File: config.mk
export PLATFORM = sky130hd
export DESIGN_NAME = count_wrap_monitor
export DESIGN_NICKNAME = d
export VERILOG_FILES = /design/src/rtl/count_wrap_pkg.sv /design/src/rtl/evt_fifo2.sv /design/src/rtl/count_wrap_monitor.sv
export SDC_FILE = /design/constraint.sdc
export NUM_CORES = 1
export LEC_CHECK = 0
export BUFFER_PORTS_ARGS = -buffer_cell sky130_fd_sc_hd__buf_2
export CORE_MARGIN = 2
export CORE_UTILIZATION = 51
export CTS_BUF_LIST = sky130_fd_sc_hd__clkbuf_16
export CTS_CLUSTER_SIZE = 25
export DETAILED_ROUTE_END_ITERATION = 6
export PLACE_DENSITY = 0.76
export SYNTH_ARGS = -nofsm -noshare
export SYNTH_HDL_FRONTEND = slang
export SYNTH_SLANG_ARGS = --single-unit
File: constraint.sdc
create_clock -name clk -period 2.28 [get_ports clk]
set_clock_uncertainty 0.15 [all_clocks]
set_input_delay 0.114 -clock clk [delete_from_list [all_inputs] [get_ports clk]]
set_output_delay 0.114 -clock clk [all_outputs]
set_load 0.005 [all_outputs]
File: src/rtl/count_wrap_pkg.sv
// Shared types and constants for the count wrap-around monitor.
package count_wrap_pkg;

  typedef enum logic {
    UNPRIMED = 1'b0,
    TRACK    = 1'b1
  } fsm_state_t;

  localparam logic DIR_UP = 1'b1;
  localparam logic DIR_DN = 1'b0;

  // Consumer-side view of one event at the default tally width.
  localparam int DEFAULT_TALLY_W = 8;

  typedef struct packed {
    logic                       dir;
    logic [DEFAULT_TALLY_W-1:0] tally;
  } evt_rec_t;

endpackage

File: src/rtl/evt_fifo2.sv
// Two-entry in-order valid/ready buffer; head and valid come straight from flops.
module evt_fifo2 #(
  parameter int W = 8
) (
  input  logic         clk,
  input  logic         rst,
  input  logic         i_push,
  input  logic [W-1:0] i_data,
  output logic         o_overflow,
  output logic         o_valid,
  input  logic         i_ready,
  output logic [W-1:0] o_data
);

  logic [W-1:0] r_head;
  logic [W-1:0] r_tail;
  logic         r_head_vld;
  logic         r_tail_vld;
  logic         w_pop;
  logic         w_full;
  logic         w_push_ok;
  logic         w_land_tail;

  assign w_pop       = r_head_vld & i_ready;
  assign w_full      = r_head_vld & r_tail_vld;
  assign w_push_ok   = i_push & (~w_full | w_pop);
  assign o_overflow  = i_push & w_full & ~w_pop;
  // An accepted entry lands in the tail whenever the head slot stays occupied.
  assign w_land_tail = w_push_ok & (w_pop ? r_tail_vld : r_head_vld);

  // NOTE: sequential state uses non-blocking assignments so every flop samples pre-edge values.
  always_ff @(posedge clk) begin
    if (rst) begin
      r_head_vld <= 1'b0;
      r_tail_vld <= 1'b0;
    end else if (w_pop) begin
      r_head_vld <= r_tail_vld | w_push_ok;
      r_tail_vld <= r_tail_vld & w_push_ok;
    end else if (w_push_ok) begin
      if (r_head_vld) r_tail_vld <= 1'b1;
      else            r_head_vld <= 1'b1;
    end
  end

  always_ff @(posedge clk) begin
    if (rst) begin
      r_head <= '0;
    end else if (w_pop) begin
      if (r_tail_vld)     r_head <= r_tail;
      else if (w_push_ok) r_head <= i_data;
    end else if (w_push_ok && !r_head_vld) begin
      r_head <= i_data;
    end
  end

  // NOTE: the tail payload has no reset; it is never visible until its valid bit is set.
  always_ff @(posedge clk) begin
    if (w_land_tail) r_tail <= i_data;
  end

  assign o_valid = r_head_vld;
  assign o_data  = r_head;

endmodule

File: src/rtl/count_wrap_monitor.sv
// Observes an up/down counter, tallies wrap-arounds and queues one event per wrap.
// Optional step legality checker and jump_err port: define COUNT_WRAP_JUMP_CHK_EN.
module count_wrap_monitor
  import count_wrap_pkg::*;
#(
  parameter int CNT_W   = 4,
  parameter int TALLY_W = 8
) (
  input  logic               clk,
  input  logic               rst,
  input  logic               en,
  input  logic [CNT_W-1:0]   count,
  input  logic               updown,
  output logic               evt_valid,
  input  logic               evt_ready,
  output logic               evt_dir,
  output logic [TALLY_W-1:0] evt_tally,
  output logic [TALLY_W-1:0] up_wraps,
  output logic [TALLY_W-1:0] dn_wraps,
  output logic               drop
`ifdef COUNT_WRAP_JUMP_CHK_EN
  ,
  output logic               jump_err
`endif
);

  localparam logic [CNT_W-1:0]   CNT_MAX   = '1;
  localparam logic [TALLY_W-1:0] TALLY_MAX = '1;

  typedef struct packed {
    logic               dir;
    logic [TALLY_W-1:0] tally;
  } evt_t;

  localparam int REC_W = $bits(evt_t);

  fsm_state_t         r_state;
  fsm_state_t         w_state_next;
  logic [CNT_W-1:0]   r_prev_cnt;
  logic               r_prev_dir;
  logic [TALLY_W-1:0] r_up_wraps;
  logic [TALLY_W-1:0] r_dn_wraps;
  logic [TALLY_W-1:0] w_up_inc;
  logic [TALLY_W-1:0] w_dn_inc;
  logic               r_drop;
  logic               w_step_ok;
  logic               w_up_wrap;
  logic               w_dn_wrap;
  logic               w_push;
  logic               w_overflow;
  logic               w_fifo_valid;
  logic [REC_W-1:0]   w_fifo_dout;
  evt_t               w_push_rec;
  evt_t               w_head_rec;

`ifdef COUNT_WRAP_JUMP_CHK_EN
  logic [CNT_W-1:0] w_step;
  logic             r_jump_err;

  assign w_step    = count - r_prev_cnt;
  assign w_step_ok = (w_step == '0)
                   | ((r_prev_dir == DIR_UP) && (w_step == CNT_W'(1)))
                   | ((r_prev_dir == DIR_DN) && (w_step == CNT_MAX));

  always_ff @(posedge clk) begin
    if (rst)                                          r_jump_err <= 1'b0;
    else if ((r_state == TRACK) && en && !w_step_ok)  r_jump_err <= 1'b1;
  end

  assign jump_err = r_jump_err;
`else
  assign w_step_ok = 1'b1;
`endif

  // NOTE: every always_comb output gets a default first so no path can infer a latch.
  always_comb begin
    w_state_next = r_state;
    w_up_wrap    = 1'b0;
    w_dn_wrap    = 1'b0;
    case (r_state)
      UNPRIMED: if (en) w_state_next = TRACK;
      TRACK: begin
        if (en) begin
          w_up_wrap = w_step_ok && (r_prev_dir == DIR_UP)
                   && (r_prev_cnt == CNT_MAX) && (count == '0);
          w_dn_wrap = w_step_ok && (r_prev_dir == DIR_DN)
                   && (r_prev_cnt == '0) && (count == CNT_MAX);
        end
      end
      default: w_state_next = UNPRIMED;
    endcase
  end

  assign w_up_inc = (r_up_wraps == TALLY_MAX) ? r_up_wraps : r_up_wraps + TALLY_W'(1);
  assign w_dn_inc = (r_dn_wraps == TALLY_MAX) ? r_dn_wraps : r_dn_wraps + TALLY_W'(1);
  assign w_push   = w_up_wrap | w_dn_wrap;

  always_comb begin
    w_push_rec.dir   = w_up_wrap ? DIR_UP : DIR_DN;
    w_push_rec.tally = w_up_wrap ? w_up_inc : w_dn_inc;
  end

  always_ff @(posedge clk) begin
    if (rst) begin
      r_state    <= UNPRIMED;
      r_prev_cnt <= '0;
      r_prev_dir <= DIR_DN;
      r_up_wraps <= '0;
      r_dn_wraps <= '0;
      r_drop     <= 1'b0;
    end else begin
      r_state <= w_state_next;
      if (en) begin
        r_prev_cnt <= count;
        r_prev_dir <= updown;
      end
      if (w_up_wrap)  r_up_wraps <= w_up_inc;
      if (w_dn_wrap)  r_dn_wraps <= w_dn_inc;
      if (w_overflow) r_drop     <= 1'b1;
    end
  end

  evt_fifo2 #(
    .W (REC_W)
  ) u_fifo (
    .clk        (clk),
    .rst        (rst),
    .i_push     (w_push),
    .i_data     (w_push_rec),
    .o_overflow (w_overflow),
    .o_valid    (w_fifo_valid),
    .i_ready    (evt_ready),
    .o_data     (w_fifo_dout)
  );

  assign w_head_rec = w_fifo_dout;
  assign evt_valid  = w_fifo_valid;
  assign evt_dir    = w_head_rec.dir;
  assign evt_tally  = w_head_rec.tally;
  assign up_wraps   = r_up_wraps;
  assign dn_wraps   = r_dn_wraps;
  assign drop       = r_drop;

endmodule

# --- Yosys cells after proc, flatten, opt, wreduce, memory -nomap -nowiden ---
# Cells that the tools add are included.
totals:
  input_bits: 9
  reg_bits: 43
  out_inout_bits: 27
  wordCells: 63
op_classes:
  n_eq_ne: 5
  reduce_logical: 13
  mux: 20
  bitwise: 13
  add_sub_neg: 2
op_table:
  columns: ["op", "n"]
  rows:
  - ["$mux 9", 4]
  - ["$mux 8", 3]
  - ["$add 8x1->8 const B", 2]
  - ["$eq 8x8->1 const B", 2]
  - ["$mux 1", 13]
  - ["$eq 4x4->1 const B", 2]
  - ["$logic_not 4->1", 2]
  - ["$and 1x1->1", 7]
  - ["$reduce_bool 2->1", 3]
  - ["$logic_and 1x1->1", 5]
  - ["$reduce_and 2->1", 2]
  - ["$ne 3x2->1 const B", 1]
  - ["$not 1->1", 3]
  - ["$or 1x1->1", 3]
  - ["$logic_not 1->1", 1]

# --- Longest topological paths before layout ---
# Gate-level depths: netlist (run 1).
depth:
  depth_word: 10
  mapped_depth: 8
  mapped_depth_nobuf: 6

# --- Modules after synthesis ---
# A second synthesis (run 1) with hierarchy kept.
unflattened:
  cells_unflattened: 231
  hier_area_um2: 2215.9
by_module_without_submodules:
  columns: ["mod", "seq_area_each_um2", "cells_per_inst", "instances", "area_each_um2"]
  rows:
  - ["count_wrap_monitor", 460.4, 165, 1, 1428.9]
  - ["evt_fifo2", 490.5, 66, 1, 787.0]

# --- Worst setup path before layout (run 1) ---
# OpenSTA, ideal clock, no wires.
synth_timing:
  path_type: "flip-flop to flip-flop"
  start: "reg r_prev_cnt[1]"
  end: "reg u_fifo.r_tail[0], enable pin"
  path_stages_with_launch: 7
  arrival_time_ns: 1.699
  path_slack_ns: 0.093
  t_required_ns: 1.792
  setup_ns: 0.338
  synth_period_minus_slack_ns: 2.187
  n_path_buf: 2
  cell_sequence: "dfxtp_1 -> nand4bb_1 -> or4_4 -> buf_6 -> buf_4 -> nand2_1 -> and3_1"
synth_between:
  elab_chain_cells: 8
  word_cells_on_any_way: 13
  classes_between: "eq/ne (1); mux (4); bitwise (3); reduce/logical (5)"
synth_rtl:
  columns: ["element", "line", "text"]
  rows:
  - ["from (decl)", "count_wrap_monitor.sv:39", "logic [CNT_W-1:0] r_prev_cnt;"]
  - ["from (signal assigned)", "count_wrap_monitor.sv:114", "r_prev_cnt <= count;"]
  - ["$eq 4x4->1 / $logic_not 4->1 (equally long branches)", "count_wrap_monitor.sv:85, count_wrap_monitor.sv:87", null]
  - ["$logic_and 1x1->1, on equally long branches (2 in series)", "count_wrap_monitor.sv:85, count_wrap_monitor.sv:87", null]
  - ["$mux 1", "count_wrap_monitor.sv:83", "if (en) begin"]
  - ["$mux 1", "count_wrap_monitor.sv:80", "case (r_state)"]
  - ["$or 1x1->1 *", "count_wrap_monitor.sv:96", "assign w_push = w_up_wrap | w_dn_wrap;"]
  - ["$and 1x1->1 *", "evt_fifo2.sv:26", "assign w_push_ok = i_push & (~w_full | w_pop);"]
  - ["$and 1x1->1 *", "evt_fifo2.sv:29", "assign w_land_tail = w_push_ok & (w_pop ? r_tail_vld : r_head_vld);"]
  - ["net u_fifo.w_land_tail", "evt_fifo2.sv:22", "logic w_land_tail;"]
  - ["to (signal assigned)", "evt_fifo2.sv:58", "if (w_land_tail) r_tail <= i_data;"]
  - ["to (decl)", "evt_fifo2.sv:16", "logic [W-1:0] r_tail;"]
# Mark *: on every way through the listed nets, which the timed path passes. The rest lies on a longest branch.
# A chain may end at the register's enable or synchronous reset.

# --- Worst setup path in the final report (run 1) ---
layout_timing:
  start: "in count[3]"
  end: "reg u_fifo.r_head[6], in the netlist u_fifo.o_data[6]"
layout_between:
  elab_chain_cells: 9
  word_cells_on_any_way: 19
  classes_between: "eq/ne (2); mux (9); bitwise (2); reduce/logical (6)"
layout_rtl:
  columns: ["element", "line", "text"]
  rows:
  - ["from (decl)", "count_wrap_monitor.sv:12", "input logic [CNT_W-1:0] count,"]
  - ["$eq 4x4->1 / $logic_not 4->1 (equally long branches)", "count_wrap_monitor.sv:87, count_wrap_monitor.sv:85", null]
  - ["$logic_and 1x1->1, on equally long branches", "count_wrap_monitor.sv:87, count_wrap_monitor.sv:85", null]
  - ["$mux 1", "count_wrap_monitor.sv:83", null]
  - ["$mux 1", "count_wrap_monitor.sv:80", null]
  - ["$or 1x1->1", "count_wrap_monitor.sv:96", null]
  - ["$and 1x1->1", "evt_fifo2.sv:26", null]
  - ["$logic_and 1x1->1", "evt_fifo2.sv:51", "end else if (w_push_ok && !r_head_vld) begin"]
  - ["$reduce_bool 2->1 (no source line)", null, null]
  - ["$reduce_and 2->1 (no source line)", null, null]
  - ["to (signal assigned)", "evt_fifo2.sv:49", "if (r_tail_vld) r_head <= r_tail;"]
  - ["to (signal assigned)", "evt_fifo2.sv:50", "else if (w_push_ok) r_head <= i_data;"]
  - ["to (signal assigned)", "evt_fifo2.sv:52", "r_head <= i_data;"]
  - ["to (decl)", "evt_fifo2.sv:15", "logic [W-1:0] r_head;"]
# Several ways; a longest one is shown, not always the timed one. The select of a mux whose other input is x is not followed.

==> results of run 1 <==
-- synth_stat cells, types with 2 or more instances --
master	n
nand3_1	12
o21a_1	2
edfxtp_1	9
a311oi_1	2
buf_1	2
nand2b_1	3
a21oi_1	11
ha_1	2
a31oi_1	13
inv_1	9
o21ai_0	14
xnor2_1	9
and4_1	5
mux2_2	6
nor2_1	27
buf_6	3
nor3_1	6
clkbuf_1	9
nand4_1	5
mux2i_1	15
o41ai_1	2
nor2b_1	2
nor4bb_1	2
and3_1	8
dfxtp_1	34
nand2_1	18
-- power by group --
part	switching, mW	internal (mW)
Combinational	0.0298	0.0242
Clock	0.302	0.409
Sequential	0.00666	0.780
-- routing by layer --
layer  vias to the layer above  track usage  routed length (µm)
li1                       1010            -                   -
met1                       944        0.269                2360
met2                        34        0.335                2320
met3                         7       0.0385                 126
met4                         0       0.0943                  83
met5                         -            0                   0
-- layout by cell type (no fill, tap or decap), types with 5 or more instances in the layout --
cell type      instances
inv_1                  9
dfxtp_1               34
a21oi_1               11
nand2_1               18
o21ai_0               14
buf_2                 35
a31oi_1               13
xnor2_1                9
nor3_1                 6
mux2i_1               15
and3_1                 7
dlygate4sd3_1          6
edfxtp_1               9
clkbuf_16              5
nor2_1                27
nand3_1               12
nand4_1                5
mux2_2                 6
and4_1                 5
buf_4                  9
-- state kept, by name, summed over array words and instances (netlist names) --
signal / count
u_fifo.o_valid: 1
r_prev_dir: 1
dn_wraps: 8
u_fifo.r_tail_vld: 1
u_fifo.r_tail: 9
r_state: 1
u_fifo.o_data: 9
drop: 1
up_wraps: 8
r_prev_cnt: 4
-- layout make-up --
type,count,area [µm²]
Fill cell,389,1610
Multi-Input combinational cell,183,1210
Sequential cell,43,951
Timing Repair Buffer,50,303
Clock buffer,5,125
Tap cell,52,65.1
Inverter,10,37.5
Clock inverter,3,25.0
-- worst max-delay path, cell delays in order --
cell           delay (ps)
dlygate4sd3_1         520
buf_2                 140
nand2b_1              150
or4_4                 530
clkinv_1              210
mux2_2                370
o21ai_0               160
-- worst paths after layout --
| path | start | end | slack [ps] | cells after the start |
|---|---|---|---|---|
| setup / recovery | count[3] | u_fifo.o_data[6] | 140 | 7 |
| hold / removal | en | r_state | 70 | 3 |
| setup reg to reg | r_prev_cnt[1] | u_fifo.o_data[6] | 170 | 5 |
| hold reg to reg | u_fifo.o_data[2] | u_fifo.o_data[2] | 310 | 2 |
-- what timing repair did --
action / in CTS / in global routing
hold buffers: 6 / 0
endpoints found under the hold margin: 6 / 0
gates resized for setup: 0 / 3
setup buffers: 0 / 0
setup endpoints to repair: 0 / 11
-- cell families after synthesis --
logic type,after synthesis
AND/OR/NAND/NOR,98
adder cells (fa/ha/maj),2
AO/OA/AOI/OAI,53
XOR/XNOR,9
flip-flops,43
multiplexers,21
buffers and inverters,26
-- through the flow --
step | setup WS, ps | hold slack, ps
after global placement | 142 | 211
after global routing | 23.2 | 95.1
after CTS | 62.4 | 55.7
after detailed placement | 102 | 227
after floorplan | 93.2 | 66.6
final | 139 | 66.9
==> results.yml, run 1 <==
sta:
  period_share: 0.939
  timing.fmax_ghz: 0.467
  finalCriticalPeriod_ps: 2140
  max-slew-margin-rel: 0.725
  finalMaxSlewViolations: 0
  final_hold_viol_count: 0
  setup_viol: 0
  fin_setup_tns_ps: 0
  rsz0062_at_grt: "no"
  worst_pin_slew_ps: 409
clocking:
  cts_tree: "done"
  cts-htree-levels: 2
  cts_buffers: 5
  cts_root_buf: "clkbuf_16"
  clock_path_buffers: 2
  cts.clk_slew.worst_paths_ps: 70
  clk_latency_ps: 290
  cts.sinks: 43
logic_synthesis:
  synthAdderAreaFrac: 0.0110
  synth_top_area_share: 0.299
  synth_xor_area_frac: 0.0347
  yosys.cell_types.count: 48
  synthMuxAreaShare: 0.0957
  synth.avg_cell_area_um2: 9.03
  yosys.area_share.simple: 0.234
  synth_top_family_by_area: "simple AND/OR/NAND/NOR gates"
  synthCells: 252
  synth_edf_count: 9
  ys_async_sr_fraction: 0
  yosysWarnings: 0
  synth.area.top_cells: "dfxtp_1 30%, edfxtp_1 12%, mux2i_1 6.6%"
  syn_nets: 263
  yosysTopAreaCell: "dfxtp_1"
  synth_seq_area_share: 0.418
  synth_seq_cells: 43
  synthFlopType: "dfxtp_1"
  syn-cell-area_mm2: 0.00227
  synth_compound_area_frac: 0.152
grt:
  track_usage: 0.207
  antenna_found_initial: 0
  grt_pass1_vias: 1823
  grt_overflow_total: 0
  grt_first_pass_wirelength_um: 8280
  grt_max_degree: 30
die:
  dieWidth_um: 70.8
  initial_core_util: 0.526
  die_y_um: 70.8
  rows: 24
  dieArea_mm2: 0.00501
  core_area_mm2: 0.00432
  ios: 36
route:
  ant_nets: 0
  drc: 0
  totalWireLength_um: 4890
  drtIter0Drc: 123
  vias: 1995
  first_pass_iters: 4
  wl_per_cell_um: 14.1
  avgViaCountPerCell: 5.77
finish:
  final_cell_area_mm2: 0.00272
  fin_nets: 304
  antenna_cells: 0
  drive_gt1_frac: 0.228
  syn_to_final_growth_pct: 19.4
  fin_cells: 346
  fin_util: 0.628
flow_run:
  max_cap_violations: 0
worst_setup_path:
  worstPathMaxFanout: 13
  critPathKind: "in -> reg"
  cp-start-kind: "input pin"
  required_ps: 2340
  arrival_ps: 2200
  worstSetupEndpointType: "register"
hold_path:
  hold_class: "in -> reg"
placement:
  placed_cell_area_mm2: 0.00249
  port_buffers: 35
  routabilityCongestion: 0.822
  dp_cells: 332
  dp_hpwl_um: 3360
power_and_ir_drop:
  total_power_mw: 1.55
  powerDensity_mw_per_mm2: 571
  leakage_nw: 1.10
  worst_ir_drop_vdd_uv: 493
status:
  status: "finished, final reports clean"
No activity file was read; power rests on OpenSTA's default activity.
==> run 2, diff against run 1 <==
--- a/config.mk
+++ b/config.mk
@@ -6,12 +6,14 @@
 export NUM_CORES = 1
 export LEC_CHECK = 0
 export BUFFER_PORTS_ARGS = -buffer_cell sky130_fd_sc_hd__buf_2
+export CAP_MARGIN = 25
 export CORE_MARGIN = 2
-export CORE_UTILIZATION = 51
+export CORE_UTILIZATION = 50
 export CTS_BUF_LIST = sky130_fd_sc_hd__clkbuf_16
 export CTS_CLUSTER_SIZE = 25
 export DETAILED_ROUTE_END_ITERATION = 6
-export PLACE_DENSITY = 0.76
+export PLACE_DENSITY = 0.75
 export SYNTH_ARGS = -nofsm -noshare
 export SYNTH_HDL_FRONTEND = slang
+export SYNTH_HIERARCHICAL = 1
 export SYNTH_SLANG_ARGS = --single-unit
==> results.yml, run 2 <==
status:
  status: "finished, final reports clean"
logic_synthesis:
  synth_seq_cells: 43
  syn_nets: 242
  synth_most_common_cell: "dfxtp_1"
  synthMuxAreaShare: 0.0892
  synth_top_family_by_area: "simple AND/OR/NAND/NOR gates"
  yosys.cell_types.count: 52
  yosysTopAreaCell: "dfxtp_1"
  synth_top_area_share: 0.307
  ys_async_sr_fraction: 0
  synthAdderAreaFrac: 0.0113
  synth_seq_area_share: 0.429
  yosysWarnings: 6
  synth.area.top_cells: "dfxtp_1 31%, edfxtp_1 12%, mux2i_1 7.2%"
  synth_compound_area_frac: 0.183
  synth_xor_area_frac: 0.0158
  synth_common_cells: "34 x dfxtp_1, 22 x nor2_1, 21 x a21oi_1, 16 x mux2i_1, 12 x nand2b_1"
  synthFlopType: "dfxtp_1"
  yosys.area_share.simple: 0.219
  syn-cell-area_mm2: 0.00222
  synth.avg_cell_area_um2: 9.59
  synthCells: 231
  synth_edf_count: 9
route:
  avgViaCountPerCell: 5.59
  first_pass_iters: 4
  drtIter0Drc: 104
  totalWireLength_um: 4650
  drc: 0
  wl_per_cell_um: 14.3
  vias: 1812
  ant_nets: 0
sta:
  fin_setup_tns_ps: 0
  timing.fmax_ghz: 0.472
  worst_pin_slew_ps: 536
  finalCriticalPeriod_ps: 2120
  period_share: 0.929
  setup_viol: 0
  rsz0062_at_grt: "no"
  max-slew-margin-rel: 0.643
  setup_slack_ps: 163
  final_hold_viol_count: 0
  finalMaxSlewViolations: 0
  hold_slack_ps: 47.9
worst_setup_path:
  crit_cells: 6
  worstPathMaxFanout: 7
  rrSetupSlack_ps: 160
  worst_r2r_startpoint: "up_wraps[0]"
  critPathKind: "reg -> reg"
  endpoint: "u_fifo/o_data[5]"
  path_delay_family: "simple AND/OR/NAND/NOR gates"
  arrival_ps: 2190
  crit_slowest_cell: "dfxtp_1"
  required_ps: 2360
  worstSetupEndpointType: "register"
  slowest_delay_ps: 440
  path_buf_inv: 0
  crit_path_start: "up_wraps[0]"
  r2r_end: "u_fifo/o_data[5]"
  crit_chain: "ha_2, nand4_2, or2_1, and2_4, a22oi_1, o221a_1"
  rr_worst_depth: 6
  cp-start-kind: "register"
power_and_ir_drop:
  powerDensity_mw_per_mm2: 576
  total_power_mw: 1.51
  worst_ir_drop_vdd_uv: 295
  leakage_nw: 1.07
grt:
  grt_max_degree: 32
  grt_pass1_vias: 1590
  grt_first_pass_wirelength_um: 7550
  track_usage: 0.191
  grt_overflow_total: 0
  antenna_found_initial: 0
clocking:
  postCtsSetupBuffers: 0
  cts-htree-levels: 2
  cts_root_buf: "clkbuf_16"
  clk_latency_ps: 280
  cts_tree: "done"
  cts.sinks: 43
  cts_buffers: 5
  clock_path_buffers: 2
  cts.clk_slew.worst_paths_ps: 60
flow_run:
  max_cap_violations: 0
die:
  ios: 36
  rows: 24
  core_area_mm2: 0.00432
  die_y_um: 70.6
  dieWidth_um: 70.6
  initial_core_util: 0.512
  dieArea_mm2: 0.00498
placement:
  routabilityCongestion: 0.889
  port_buffers: 35
  dp_slack_ps: 163
  dp_cells: 311
  dp_hpwl_um: 3200
finish:
  antenna_cells: 0
  layout_commonest_cell: "buf_2"
  drive_gt1_frac: 0.221
  fin_cells: 324
  syn_to_final_growth_pct: 18.5
  fin_nets: 282
  nFillCells: 390
  final_cell_mix: "35 x buf_2, 34 x dfxtp_1, 22 x nor2_1"
hold_path:
  hold_class: "in -> reg"
run 2: final cells by class:
cell class,count,area [µm²],area share
multi-input cells,164,1160,0.442
flip-flops and latches,43,951,0.362
repair buffers,46,270,0.103
clock buffers,5,125,0.0477
well taps,52,65.1,0.0248
inverters,11,41.3,0.0157
clock inverters,3,12.5,0.00477
run 2: per-stage QoR:
| step | util | area (µm²) |
|---|---|---|
| after floorplan | - | 2220 |
| after global placement | 0.563 | 2430 |
| after detailed placement | 0.563 | 2430 |
| after CTS | 0.606 | 2620 |
| after global routing | 0.607 | 2630 |
| final | 0.607 | 2630 |
run 2: how the worst min path moves through the flow:
stage	from	endpoint	slack, ps	cells after the start
CTS	en	r_state	40	3
global placement	updown	r_prev_dir	200	3
detailed placement	updown	r_prev_dir	230	3
global route	evt_ready	u_fifo/r_tail_vld	80	4
floorplan	count[0]	r_prev_cnt[0]	110	2
finish	en	r_state	50	3
run 2: worst min-delay path: stages:
cell	delay [ps]
buf_2	170
nor2_1	110
nor2_1	40
run 2: power by group:
| group | switching (mW) | leakage [nW] | internal [mW] |
|---|---|---|---|
| clock | 0.267 | 0.0762 | 0.395 |
| combinational | 0.0316 | 0.639 | 0.0298 |
| sequential | 0.00583 | 0.356 | 0.781 |
| total | 0.305 | 1.07 | 1.21 |
run 2: cell families (layout without fill, tap and decap cells):
logic type / after synthesis / in the layout
AOI/OAI and AO/OA: 57 / 57
xor gates and xnor gates: 4 / 4
adders and majority gates: 2 / 2
buffers and inverters: 24 / 65
DFF: 43 / 43
muxes: 19 / 19
and+or+nand+nor: 82 / 82
run 2: what timing repair did:
action | 4_1_cts | 5_1_grt
setup endpoints to repair | 0 | 1
hold buffers | 5 | 0
resized for setup | 0 | 2
endpoints found under the hold margin | 5 | 0
run 2: per-layer routing:
metal / global-route usage / vias to the layer above / part of all wire / wire length (µm)
met1: 0.267 / 841 / 0.49 / 2270
met4: 0.0839 / 0 / 0.018 / 83
met2: 0.292 / 36 / 0.46 / 2130
met3: 0.0328 / 7 / 0.036 / 168
met5: 0 / - / 0 / 0
li1: - / 928 / - / -
==> run 3, diff against run 2 <==
--- a/config.mk
+++ b/config.mk
@@ -12,6 +12,7 @@
 export CTS_BUF_LIST = sky130_fd_sc_hd__clkbuf_16
 export CTS_CLUSTER_SIZE = 25
 export DETAILED_ROUTE_END_ITERATION = 6
+export HOLD_SLACK_MARGIN = 0.08
 export PLACE_DENSITY = 0.75
 export SYNTH_ARGS = -nofsm -noshare
 export SYNTH_HDL_FRONTEND = slang
==> results.yml, run 3 (synthesis results as in run 2) <==
status:
  status: "finished, final reports clean"
worst_setup_path:
  critPathKind: "reg -> reg"
  rrSetupSlack_ps: 160
  r2r_end: "u_fifo/o_data[5]"
  worst_r2r_startpoint: "up_wraps[0]"
  rr_worst_depth: 6
  cp-start-kind: "register"
  worstPathMaxFanout: 7
  arrival_ps: 2190
  crit_path_start: "up_wraps[0]"
  required_ps: 2360
  worstSetupEndpointType: "register"
  endpoint: "u_fifo/o_data[5]"
power_and_ir_drop:
  p_int_mw: 1.21
  powerDensity_mw_per_mm2: 572
  switchingPower_uw: 306
  p_sw_frac: 0.202
  pwr-share-seq: 0.520
  leakage_nw: 1.08
  pwr-share-comb: 0.042
  worst_ir_drop_vdd_uv: 295
  total_power_mw: 1.51
  p_clk_frac: 0.438
finish:
  nFillCells: 390
  syn_to_final_growth_pct: 19.4
  final_cell_mix: "35 x buf_2, 34 x dfxtp_1, 22 x nor2_1"
  regArea_um2: 951
  fin_nets: 284
  fin_util: 0.612
  antenna_cells: 0
  drive_gt1_frac: 0.219
  layout_commonest_cell: "buf_2"
  multi_input_area_mm2: 0.00116
placement:
  routabilityCongestion: 0.889
  dp_hpwl_um: 3200
  port_buffers: 35
clocking:
  cts.clk_slew.worst_paths_ps: 60
  cts_buffers: 5
  cts_root_buf: "clkbuf_16"
  postCtsSetupBuffers: 0
  cts_tree: "done"
  clock_path_buffers: 2
  cts-htree-levels: 2
  clk_latency_ps: 280
  cts.sinks: 43
grt:
  grt_first_pass_wirelength_um: 7600
  grt_pass1_vias: 1599
  antenna_found_initial: 0
  grt_max_degree: 32
  track_usage: 0.192
  grt_overflow_total: 0
route:
  drc: 0
  wl_per_cell_um: 14.3
  avgViaCountPerCell: 5.55
  totalWireLength_um: 4660
  vias: 1810
  first_pass_iters: 4
  ant_nets: 0
  drtIter0Drc: 129
die:
  initial_core_util: 0.512
  ios: 36
  dieArea_mm2: 0.00498
  die_y_um: 70.6
  core_area_mm2: 0.00432
  rows: 24
  dieWidth_um: 70.6
sta:
  fin_setup_tns_ps: 0
  rsz0062_at_grt: "no"
  worst_pin_slew_ps: 534
  setup_viol: 0
  timing.fmax_ghz: 0.472
  final_hold_viol_count: 0
  finalCriticalPeriod_ps: 2120
  finalMaxSlewViolations: 0
  period_share: 0.929
  max-slew-margin-rel: 0.644
flow_run:
  max_cap_violations: 0
hold_path:
  worstHoldStart: "rst"
  hold_class: "in -> reg"
==> run 3: changes by cell type in the layout (fill, tap and decap cells not counted), sizes merged <==
cell         previous run  this run
dlygate4sd3             5         7
==> run 3: timing repair <==
action,in CTS,in global routing
hold buffers,7,0
resized for setup,0,2
setup endpoints to repair,0,1
endpoints found under the hold margin,8,0
==> run 3: critical path: stages, from the launching register on <==
cell and delay (ps):
dfxtp_1 440, ha_2 260, nand4_2 170, or2_1 340, and2_4 220, a22oi_1 260
o221a_1 230
==> run 3: worst min path at each step <==
| stage | to | slack [ps] | cells past startpoint |
|---|---|---|---|
| final | u_fifo/o_valid | 150 | 2 |
| after global routing | drop | 170 | 2 |
| after CTS | u_fifo/o_valid | 140 | 2 |
| after detailed placement | r_prev_dir | 230 | 3 |
| after global placement | r_prev_dir | 200 | 3 |
| after floorplan | r_prev_cnt[0] | 110 | 2 |
==> run 3: layout make-up <==
| type | instances | share of cell area |
|---|---|---|
| Multi-Input combinational cell | 164 | 0.439 |
| Sequential cell | 43 | 0.360 |
| Timing Repair Buffer | 48 | 0.110 |
| Clock buffer | 5 | 0.0473 |
| Tap cell | 52 | 0.0246 |
| Inverter | 11 | 0.0156 |
| Clock inverter | 3 | 0.00473 |
==> run 3: power groups by stage <==
| stage | Combinational (mW) | Clock [mW] | Sequential [mW] |
|---|---|---|---|
| final | 0.0640 | 0.663 | 0.787 |
| after global routing | 0.0710 | 0.711 | 0.787 |
| after CTS | 0.0635 | 0.674 | 0.787 |
| after detailed placement | 0.0544 | 0 | 0.803 |
| after global placement | 0.0534 | 0 | 0.803 |
| after floorplan | 0.0382 | 0 | 0.802 |
==> run 3: routing by layer <==
layer / vias to the layer above / track usage / routed length (µm)
li1: 932 / - / -
met1: 835 / 0.268 / 2290
met2: 36 / 0.295 / 2120
met3: 7 / 0.0328 / 168
met4: 0 / 0.0839 / 83
met5: - / 0 / 0
==> run 3: stage by stage <==
| stage | hold slack, ps | setup slack (ps) | cell area (µm²) | cells |
|---|---|---|---|---|
| 2_1_floorplan | 111 | 157 | 2220 | 231 |
| 3_3_place_gp | 197 | 217 | 2430 | 311 |
| 3_5_place_dp | 227 | 163 | 2430 | 311 |
| 4_1_cts | 144 | 139 | 2640 | 326 |
| 5_1_grt | 171 | 17.4 | 2650 | 326 |
| 6_report | 145 | 162 | 2650 | 326 |
